$ cat config.mk
export PLATFORM = sky130hd
export DESIGN_NAME = serial_adder
export DESIGN_NICKNAME = d
export VERILOG_FILES = /design/src/rtl/serial_adder.sv
export SDC_FILE = /design/constraint.sdc
export NUM_CORES = 1
export LEC_CHECK = 0
export BUFFER_PORTS_ARGS = -buffer_cell sky130_fd_sc_hd__buf_2
export CAP_MARGIN = 10
export CORE_ASPECT_RATIO = 1.1
export CORE_MARGIN = 1
export CORE_UTILIZATION = 25
export CTS_CLUSTER_SIZE = 40
export DETAILED_ROUTE_END_ITERATION = 6
export PLACE_DENSITY_LB_ADDON = 0.25
export RECOVER_POWER = 100
export SETUP_SLACK_MARGIN = 0.5
export SLEW_MARGIN = 20
export SYNTH_ARGS = -nofsm -noshare
export SYNTH_HDL_FRONTEND = slang
export SYNTH_SLANG_ARGS = --single-unit
$ cat constraint.sdc
create_clock -name clk -period 4.7 [get_ports clk]
set_clock_uncertainty 0.1 [all_clocks]
set_input_delay 0.235 -clock clk [delete_from_list [all_inputs] [get_ports clk]]
set_output_delay 0.235 -clock clk [all_outputs]
set_load 0.01 [all_outputs]
$ cat src/rtl/serial_adder.sv
// rtl/serial_adder.sv - bit-serial adder/subtractor with valid/ready handshakes
module serial_adder #(
  parameter int WIDTH = 8
) (
  input  logic             clk,
  input  logic             rst_n,
  input  logic             in_valid,
  output logic             in_ready,
  input  logic [WIDTH-1:0] a,
  input  logic [WIDTH-1:0] b,
  input  logic             sub,
  output logic             out_valid,
  input  logic             out_ready,
  output logic [WIDTH-1:0] sum,
  output logic             carry_out,
  output logic             overflow
);

  localparam int               CNT_W   = (WIDTH > 1) ? $clog2(WIDTH) : 1;
  localparam logic [CNT_W-1:0] CNT_LAST = CNT_W'(WIDTH - 1);

  typedef enum logic [1:0] {
    S_IDLE,
    S_RUN,
    S_DONE
  } state_t;

  state_t           r_state;
  logic [WIDTH-1:0] r_a;
  logic [WIDTH-1:0] r_b;
  logic             r_c;
  logic [WIDTH-1:0] r_res;
  logic [CNT_W-1:0] r_cnt;
  logic [WIDTH-1:0] r_sum;
  logic             r_carry_out;
  logic             r_overflow;

  logic             w_s;
  logic             w_c;
  logic             w_last;

  // Single full-adder cell working on the current LSBs and the carry register
  assign w_s    = r_a[0] ^ r_b[0] ^ r_c;
  assign w_c    = (r_a[0] & r_b[0]) | (r_a[0] & r_c) | (r_b[0] & r_c);
  assign w_last = (r_cnt == CNT_LAST);

  // Handshake flags are pure state decodes, so no path from in_valid/out_ready
  assign in_ready  = (r_state == S_IDLE);
  assign out_valid = (r_state == S_DONE);
  assign sum       = r_sum;
  assign carry_out = r_carry_out;
  assign overflow  = r_overflow;

  // Control FSM plus serial datapath; result registers update only on entry to DONE
  always_ff @(posedge clk or negedge rst_n) begin
    if (!rst_n) begin
      r_state     <= S_IDLE;
      r_a         <= '0;
      r_b         <= '0;
      r_c         <= 1'b0;
      r_res       <= '0;
      r_cnt       <= '0;
      r_sum       <= '0;
      r_carry_out <= 1'b0;
      r_overflow  <= 1'b0;
    end else begin
      case (r_state)
        S_IDLE: begin
          if (in_valid) begin
            // Subtraction is A + ~B + 1: invert B and seed the carry with sub
            r_a     <= a;
            r_b     <= sub ? ~b : b;
            r_c     <= sub;
            r_cnt   <= '0;
            r_state <= S_RUN;
          end
        end
        S_RUN: begin
          r_c   <= w_c;
          r_a   <= r_a >> 1;
          r_b   <= r_b >> 1;
          r_res <= {w_s, r_res[WIDTH-1:1]};
          if (w_last) begin
            // r_c still holds the carry into the MSB at this point
            r_sum       <= {w_s, r_res[WIDTH-1:1]};
            r_carry_out <= w_c;
            r_overflow  <= r_c ^ w_c;
            r_state     <= S_DONE;
          end else begin
            r_cnt <= r_cnt + 1'b1;
          end
        end
        S_DONE: begin
          if (out_ready) begin
            r_state <= S_IDLE;
          end
        end
        default: begin
          r_state <= S_IDLE;
        end
      endcase
    end
  end

endmodule
After elaboration in Yosys (flattened, before gate mapping)
Cells that the tools add are included.

Output and inout bits: 12. Register bits: 40. Input port bits: 21. Logic and storage cells: 46.

Add/subtract/negate cells: 1. Reduce and logical (&&, ||, !) cells: 6. Equality and inequality tests: 7. Bitwise logic cells: 9. Muxes and demuxes: 14.

Operator list (number): 8-bit one-hot mux with 2 select lines (2); 8-bit two-way mux (3); 8-bit inverter (1); 2-bit two-way mux (3); 3-bit two-way mux (2); 2-bit != test, second input constant (3); 2-bit one-hot mux with 3 select lines (1); 3-bit one-hot mux with 2 select lines (1); 3-bit AND reduction (2); 2-bit AND reduction (2); 3-bit by 1-bit adder with 3-bit output, second input constant (1); 1-bit AND (3); 3-bit equality test, second input constant (1); 1-bit XOR (3); 2-bit by 1-bit equality test with 1-bit output, second input constant (1); 2-bit equality test, second input constant (1); 2-bit zero test (1); 2-bit by 1-bit != test with 1-bit output, second input constant (1); 1-bit OR (2); 1-bit one-hot mux with 2 select lines (1); 2-bit nonzero test (1); 1-bit two-way mux (1).

Longest topological paths before layout
Depth in word-level cells: 4. Depth in mapped cells: 6. Mapped depth without buffers: 5.

Worst setup path after synthesis
OpenSTA, ideal clock, no wires.

Path type: reg-to-reg. Start: register r_cnt[0]. End: register r_carry_out, in the netlist carry_out. Buffers on the path: 1. Data required time: 4475 ps. Setup time: 125 ps. Setup slack: 3066 ps. Clock period less this slack: 1634 ps. Stages on the path, launching flop included: 6. Arrival: 1409 ps. Path through: dfrtp_1 > ha_1 > ha_1 > nand3b_1 > buf_2 > mux2_2.

Longest elaborated chain between the ends: 2.

Ends and longest elaborated chain: start, declared (line 33) `logic [CNT_W-1:0] r_cnt;`; start signal, assigned (line 90) `r_cnt <= r_cnt + 1'b1;`; 3-bit equality test (line 45) `assign w_last = (r_cnt == CNT_LAST);`; 2-bit AND reduction (no line); end signal, assigned (line 86) `r_carry_out <= w_c;`; end, declared (line 35) `logic r_carry_out;`.

No other way between the ends. A chain may end at the register's enable or synchronous reset.

Worst setup path after layout
Start: register r_state[0]. End: register r_res[5].

Longest elaborated chain between the ends: 1.

Ends and longest elaborated chain: start, declared (line 28) `state_t r_state;`; start signal, assigned (line 57) `r_state <= S_IDLE;`; start signal, assigned (line 75) `r_state <= S_RUN;`; start signal, assigned (line 88) `r_state <= S_DONE;`; 2-bit by 1-bit equality test with 1-bit output (line 67) `case (r_state)`; end signal, assigned (line 82) `r_res <= {w_s, r_res[WIDTH-1:1]};`; end, declared (line 32) `logic [WIDTH-1:0] r_res;`.

No other way between the ends.

==> reports/qor.yml <==
worst_slew_pin_slew_ns: 2.10
vias: 1250
clock_path_buffers: 2
ir_drop_mv: 0.209
timing.final.ws_setup_ns: 2.15
path_max_fanout: 24
cp.arrival_ns: 2.63
critPathMaxStageDelay_ns: 0.76
gp_congestion: 0.669
drc: 0
clk_latency_ns: 0.29
viasPerCell: 4.56
cts-buffers-inserted: 5
syn_to_final_growth_pct: 17.8
routedWlPerCell_um: 13.0
fin_crit_sh_pct: 54.3
holdPathStages: 2
yosys_warnings: 0
final_hold_viol_count: 0
hold_end: "r_state[1]"
synth_area_um2: 1830
setup_viol_count_final: 0
fill_cells: 760
wl_mm: 3.57
r2r_setup_slack_ns: 2.15
io_pins: 33
clock_sinks: 39
cp_top_family: "flip-flops"
drtIter0Drc: 86
synth.distinct_cells: 30
r2r_cells: 3
syn_inst: 158
slew_headroom_pct: -39.8
timing.rr.end: "r_res[5]"
violations: "max-capacitance violations, max-slew violations"
nets: 212
worstSetupPathType: "reg -> reg"
synth_nets: 182
rsz0062_at_grt: "false"
grt_pass1_vias: 1271
dieHeight_um: 91.6
path_cells: "nor2b_1 > clkbuf_1 > mux2_2"
path_buf_inv: 1
grt_pass1_wl_mm: 6.24
p_per_area_nw_per_um2: 625
syn-mean-instance-area_um2: 11.6
period_needed_ns: 2.55
ant_nets: 0
grt_use_total_pct: 10.3
htreeDepth: 2
pre_cts_slack_ns: 2.29
num_antenna_cells: 0
critical_path.slowest_cell: "dfrtp_1"
clockRootBuffer: "clkbuf_8"
outcome: "complete, but fails checks"
min_from: "out_ready"
dr.pass1.iters: 4
die_w_um: 83.5
worstSetupEndpointType: "register"
yosysSeqAreaShare_pct: 53.5
dp_hpwl_mm: 2.44
reg2reg_from: "r_state[0]"
drive_above_1_share_pct: 23.8
antenna_found_initial: 0
core_area_um2: 7050
placement.io_buffers: 32
ys_seq_elements: 39
row_count: 32
p_leak_nw: 0.939
required_ns: 4.78
maxCapViolCount: 1
cts_setup_buffers: 0
grt_max_degree: 40
start_kind: "register"
clock.fmax_mhz: 392
dieArea_um2: 7650
gr-total-overflow: 0
maxSlewViolCount: 40
fin_tns_setup_ns: 0
worstHoldPathType: "in -> reg"
clk_pin_slew_ns: 0.08
initial_core_util_pct: 25.9
tritoncts: "done"
synth_stat cells:
master    count  area share (%)
buf_1         1            0.21
dfrtp_1      39              53
nor2_1        3            0.62
nand2_1      12             2.5
and2b_1       2            0.82
or2b_1        1            0.41
xnor2_1       8             3.8
fa_1          1             1.1
ha_1          2             1.4
o21ai_0      12             3.3
xor2_1        1            0.48
inv_1         3            0.62
buf_2         6             1.6
and3b_1       1            0.48
nand2b_1      2            0.69
nand3b_1      1            0.41
a21o_1        1            0.41
buf_6         1            0.62
a22oi_1       9             3.7
o211ai_1      2            0.82
mux2_2       17              10
nor2b_1      10             3.4
or3b_1        1            0.48
a221o_1       2             1.1
a22o_1        2            0.96
clkbuf_1      3            0.62
o32ai_2       1            0.89
o21bai_1      1            0.41
a21oi_1      10             2.7
o221ai_1      3             1.4
cell families after synthesis:
family / count (synthesis) / share of synthesized area (%)
AO/OA/AOI/OAI: 43 / 15.8
AND/OR/NAND/NOR: 33 / 9.80
flip-flops: 39 / 53.5
XOR/XNOR: 9 / 4.32
buffers and inverters: 14 / 3.70
adder cells (fa/ha/maj): 3 / 2.47
multiplexers: 17 / 10.5
repair_timing:
item | 4_1_cts | 5_1_grt
hold buffers | 1 | 0
endpoints found under the hold margin | 22 | 0
gates resized for setup | 0 | 0
setup endpoints to repair | 0 | 0
registers in the layout, indices dropped and copies added, names as in the netlist:
name       count
r_state        2
r_c            1
sum            8
r_res          7
r_a            8
r_b            8
r_cnt          3
overflow       1
carry_out      1
worst max path at each step:
stage / start / end / slack, ns / depth (start not counted)
CTS: r_state[0] / r_res[5] / 2.28 / 3
global route: rst_n / r_a[4] / 1.85 / 2
floorplan: r_cnt[0] / carry_out / 3.07 / 5
global placement: r_state[0] / r_res[6] / 2.35 / 3
detailed placement: r_state[0] / r_res[5] / 2.29 / 3
finish: r_state[0] / r_res[5] / 2.15 / 3
placed cells by master (no fill, tap or decap), types with 2 or more instances in the layout:
cell and count:
o211ai_1 2, nor2b_1 10, nand2b_1 2, nor2_1 3, ha_1 2, o21ai_0 12
clkbuf_8 6, xnor2_1 8, mux2_2 17, a21oi_1 10, a22oi_1 9, inv_1 3
clkbuf_1 14, o221ai_1 3, nand2_1 12, and2b_1 2, a221o_1 2, buf_2 19
a22o_1 2, dfrtp_1 39
per-stage QoR:
| step | utilization [%] | power, mW | instances | hold slack (ns) | instance area (um2) |
|---|---|---|---|---|---|
| 2_1_floorplan | - | 0.951 | 158 | -0.161 | 1830 |
| 3_3_place_gp | 29.0 | 1.08 | 265 | 0.316 | 2040 |
| 3_5_place_dp | 29.0 | 1.09 | 265 | 0.310 | 2040 |
| 4_1_cts | 30.8 | 1.38 | 274 | 0.0581 | 2170 |
| 5_1_grt | 30.5 | 1.46 | 274 | 0.0830 | 2150 |
| 6_report | 30.5 | 1.34 | 274 | 0.0602 | 2150 |
area by class of cell:
type | instances | area (um2) | share of cell area [%]
sequential | 39 | 976 | 45.4
multi-input combinational | 105 | 782 | 36.4
timing repair buffer | 34 | 158 | 7.33
tap | 85 | 106 | 4.94
clock buffer | 6 | 82.6 | 3.84
clock inverter | 2 | 35.0 | 1.63
inverter | 3 | 11.3 | 0.524
where the power goes:
group          internal [mW]  total, mW  switching [mW]
clock network          0.172      0.290           0.118
logic                  0.236      0.444           0.208
registers              0.487      0.610           0.123
routing by layer:
metal | track usage (%) | up-vias | part of all wire, %
li1 | - | 615 | -
met1 | 13.9 | 600 | 50
met2 | 15.6 | 30 | 43
met4 | 3.39 | 0 | 1.4
met5 | 0 | - | 0
met3 | 3.42 | 5 | 5.1
No activity file was read; power rests on OpenSTA's default activity.
